<file path="config.mk">
export PLATFORM = sky130hd
export DESIGN_NAME = exception_ctrl
export DESIGN_NICKNAME = d
export VERILOG_FILES = /design/src/rtl/exception_ctrl.sv
export SDC_FILE = /design/constraint.sdc
export NUM_CORES = 1
export LEC_CHECK = 0
export BUFFER_PORTS_ARGS = -buffer_cell sky130_fd_sc_hd__buf_2
export CAP_MARGIN = 20
export CORE_ASPECT_RATIO = 1.2
export CORE_UTILIZATION = 48
export DETAILED_ROUTE_END_ITERATION = 6
export GPL_ROUTABILITY_DRIVEN = 1
export PLACE_DENSITY = 0.94
export SKIP_CTS_REPAIR_TIMING = 1
export SYNTH_ARGS = -nofsm -noshare
export SYNTH_HDL_FRONTEND = slang
export SYNTH_SLANG_ARGS = --single-unit
</file>
<file path="constraint.sdc">
create_clock -name clk -period 5.9 [get_ports clk]
set_input_delay 0.59 -clock clk [delete_from_list [all_inputs] [get_ports clk]]
set_output_delay 0.59 -clock clk [all_outputs]
set_load 0.01 [all_outputs]
</file>
<file path="src/rtl/exception_ctrl.sv">
// Exception sequencer: saves the faulting PC and cause, fetches the handler
// vector byte from memory and strobes it into the PC.
//
// Ports:
//   clk, reset       rising-edge clock, synchronous active-high reset
//   pc_in            current PC (already +4)
//   exc_opcode       invalid-opcode request (highest priority)
//   exc_overflow     ALU overflow request
//   exc_divzero      divide-by-zero request (lowest priority)
//   mem_byte         low byte of memory read data
//   epc_out          saved exception PC (pc_in - 4)
//   exc_addr         vector byte address (253/254/255) while reading
//   exc_addr_sel     block owns the memory address
//   pc_vector        handler address, valid with pc_load
//   pc_load          one-cycle PC load strobe
//   busy             sequence in progress, core stalls
//   cause            latched cause code
module exception_ctrl (
    input  logic        clk,
    input  logic        reset,
    input  logic [31:0] pc_in,
    input  logic        exc_opcode,
    input  logic        exc_overflow,
    input  logic        exc_divzero,
    input  logic [7:0]  mem_byte,
    output logic [31:0] epc_out,
    output logic [31:0] exc_addr,
    output logic        exc_addr_sel,
    output logic [31:0] pc_vector,
    output logic        pc_load,
    output logic        busy,
    output logic [1:0]  cause
);

    typedef enum logic [1:0] {
        IDLE = 2'd0,
        READ = 2'd1,
        WAIT = 2'd2,
        LOAD = 2'd3
    } state_t;

    state_t     state;
    logic [1:0] new_cause;
    logic       exc_any;

    always_comb begin
        new_cause = 2'b00;
        if (exc_opcode)
            new_cause = 2'b01;
        else if (exc_overflow)
            new_cause = 2'b10;
        else if (exc_divzero)
            new_cause = 2'b11;
    end

    assign exc_any = exc_opcode | exc_overflow | exc_divzero;

    // Vector addresses 253..255 are 252 + cause, so the address is
    // derived directly from the cause code being latched.
    always_ff @(posedge clk) begin
        if (reset) begin
            state        <= IDLE;
            epc_out      <= 32'h0;
            cause        <= 2'b00;
            exc_addr     <= 32'h0;
            exc_addr_sel <= 1'b0;
            pc_load      <= 1'b0;
            busy         <= 1'b0;
        end else begin
            case (state)
                IDLE: begin
                    if (exc_any) begin
                        state        <= READ;
                        epc_out      <= pc_in - 32'd4;
                        cause        <= new_cause;
                        exc_addr     <= 32'd252 + {30'd0, new_cause};
                        exc_addr_sel <= 1'b1;
                        busy         <= 1'b1;
                    end
                end
                READ: begin
                    state <= WAIT;
                end
                WAIT: begin
                    state        <= LOAD;
                    exc_addr     <= 32'h0;
                    exc_addr_sel <= 1'b0;
                    pc_load      <= 1'b1;
                end
                LOAD: begin
                    state   <= IDLE;
                    pc_load <= 1'b0;
                    busy    <= 1'b0;
                end
                default: begin
                    state <= IDLE;
                end
            endcase
        end
    end

    // Memory data arrives during LOAD, so the vector is passed straight
    // through and gated by the strobe.
    assign pc_vector = pc_load ? {24'h000000, mem_byte} : 32'h0;

endmodule
</file>
==> summary.md <==
| Metric | Value |
|---|---|
| Synth warnings | 0 |
| Number of synthesized flops with an enable pin | 0 |
| Die height | 82.51 um |
| Worst min-delay path class | reg2reg |
| Antenna Nets Post-Route | 0 |
| Power Density | 369.4 nW/um2 |
| Unrepaired setup endpoints after global routing | false |
| Total Wirelength | 5738 um |
| CTS clk-pin slew, worst paths | 0.08 ns |
| Async set-or-reset flop fraction in the synthesized netlist | 0% |
| Total congestion overflow | 0 |
| Clk pwr share | 21.3% |
| Residual DRC | 0 |
| Cell area after synthesis | 2592 um2 |
| Setup crit end kind | register |
| Final Skew | 0.006296 ns |
| Sw power | 0.4158 mW |
| Total GRT Usage | 19.02% |
| Worst Setup Start Kind | input pin |
| Worst IR Drop VDD | 208.0 uV |
| Die ar. | 5700 um2 |
| Vias in the first global route | 1979 |
| Setup TNS | 0 ns |
| WL/cell | 12.78 um |
| CTS root buffer | clkbuf_8 |
| Via density | 5.281 |
| Period minus WS final | 2.321 ns |
| Fin. max-slew vios | 0 |
| Cell Int Power | 0.6903 mW |
| Fmax | 430.8 MHz |
| Max-Cap Viols | 0 |
| Cells after Synth | 308 |
| Die Span X | 69.09 um |
| Max Root-Sink Buffers | 2 |
| I/O pin cnt | 146 |
| Worst-Margin Slew | 0.7800 ns |
| CTS tree | done |
| Tcrit/Tclk final | 39.34% |
| Synth area leaders | dfxtp_1 32%, buf_4 16%, a311oi_1 6.4% |
| Area Overhead vs Synth | 15.49% |
| Share of layout cells above drive strength 1 | 29.82% |
| Row count | 28 |
| Comb pwr share | 41.5% |
| Critical-path maximum fanout | 12 |
| Top_reg_cell synth | dfxtp_1 |
| Crit path kind | in2reg |
| Yosys reg bits | 41 |
| Synth unique cells | 43 |
| Clk_lat worst skew | 0.29 ns |
| Cell taking the most area after synthesis | dfxtp_1 |
| Final hold vios | 0 |
| Switching portion of total power | 37.59% |
| Initial core utilization | 51.03% |
| Commonest non-fill, non-tap cells in the layout | 97 x buf_2, 48 x conb_1, 44 x nor2_1 |
| H-tree level count | 2 |
| Pre-antenna DRT Iters | 4 |
| Fillcell total | 491 |
| Commonest non-fill, non-tap cell in the layout | buf_2 |
| Initial antenna violation count | 0 |
| First-pass GRT wire length | 8811 um |
| Max-slew headroom | 48.00% |
| Routed vias | 2371 |
| Worst Path Arrival | 2.52 ns |
| Final HPWL DP | 4306 um |
| Core area | 5080 um2 |
| GPL Wtd Cong | 0.7995 |
| N_diodes | 0 |
| Cell Area, Placed | 2858 um2 |
| Final setup violating endpoints | 0 |
| Number of I/O port buffers | 97 |
| Register share of total power | 37.2% |
| Status | finished clean |
| Pin count of the biggest net entering global routing | 65 |
| CTS Buf Count | 5 |
| Design area | 2994 um2 |
| Num Clock Sinks | 41 |
| DR iter-0 viols | 90 |
| Post-synth top area share | 31.66% |
| Leakage | 1.366 nW |
| Average cell area after synthesis | 8.417 um2 |
| Critical Path RT | 6.10 ns |
| Post-synthesis sequential area ratio | 31.66% |
| Net count, final | 438 |
flip-flops by register name, summed over array words and instances, names as in the netlist:
signal / flops
epc_out: 32
pc_load: 1
busy: 1
exc_addr: 3
cause: 2
state: 2
logic make-up after synthesis:
logic type / count (synthesis) / share of synthesized area, %
compound gates: 63 / 18.34
xor+xnor: 9 / 3.041
other cells: 1 / 0.1446
fa+ha+maj: 5 / 2.413
buf+inv: 79 / 19.26
mux: 2 / 0.7722
flops: 41 / 31.66
simple gates: 108 / 24.37
worst paths after layout:
check	to	depth (start not counted)	startpoint	slack, ns
setup reg to reg	epc_out[14]	6	state[0]	4.04
hold / removal	exc_addr[0]	2	exc_addr[0]	0.46
hold reg to reg	exc_addr[0]	2	exc_addr[0]	0.46
setup / recovery	epc_out[21]	5	pc_in[7]	3.58
Yosys cell counts, types with 6 or more instances:
library cell and n:
dfxtp_1 41, nor2_1 44, inv_1 7, o31ai_1 14, xor2_1 8, o21ai_0 6
buf_4 54, nand2_1 8, a211oi_1 14, or4_1 14, a311oi_1 19, and2_1 8
or3_1 7, clkbuf_1 13
cell type report:
cell class              instances  area (um2)  area share, %
clock inverters                 1       30.03          1.003
repair buffers                 98       505.5          16.88
inverters                       7       26.28         0.8776
clock buffers                   7       86.33          2.883
well taps                      60       75.07          2.507
multi-input cells             235        1450          48.43
flip-flops and latches         41       820.8          27.41
power groups by stage:
stage,Clock [mW],Combinational [mW],Sequential [mW]
after global routing,0.251,0.507,0.423
after CTS,0.240,0.452,0.412
after floorplan,0,0.288,0.456
after detailed placement,0,0.450,0.418
final,0.236,0.459,0.411
after global placement,0,0.438,0.415
stage by stage:
stage / setup slack (ns) / utilization (%) / hold slack [ns] / total power, mW / std cells
after detailed placement: 3.294 / 56.26 / 0.4543 / 0.8686 / 440
after global placement: 3.416 / 56.26 / 0.4469 / 0.8527 / 440
after global routing: 3.425 / 58.94 / 0.4986 / 1.182 / 449
after floorplan: 3.647 / - / 0.4805 / 0.7440 / 355
final: 3.579 / 58.94 / 0.4619 / 1.106 / 449
after CTS: 3.604 / 58.55 / 0.4652 / 1.104 / 448
worst max-delay path: stages:
cell,delay [ns]
buf_2,0.12
nor4_4,0.62
nand2b_1,0.37
or4_1,0.56
a311oi_1,0.26
layer usage:
layer  global-route usage, %  routed length [um]
met5                       0                   0
met4                   8.163                  64
met3                   3.519                 348
met2                   37.67                3063
met1                   19.72                2261
Note: power is estimated with default switching activity, not from simulation.
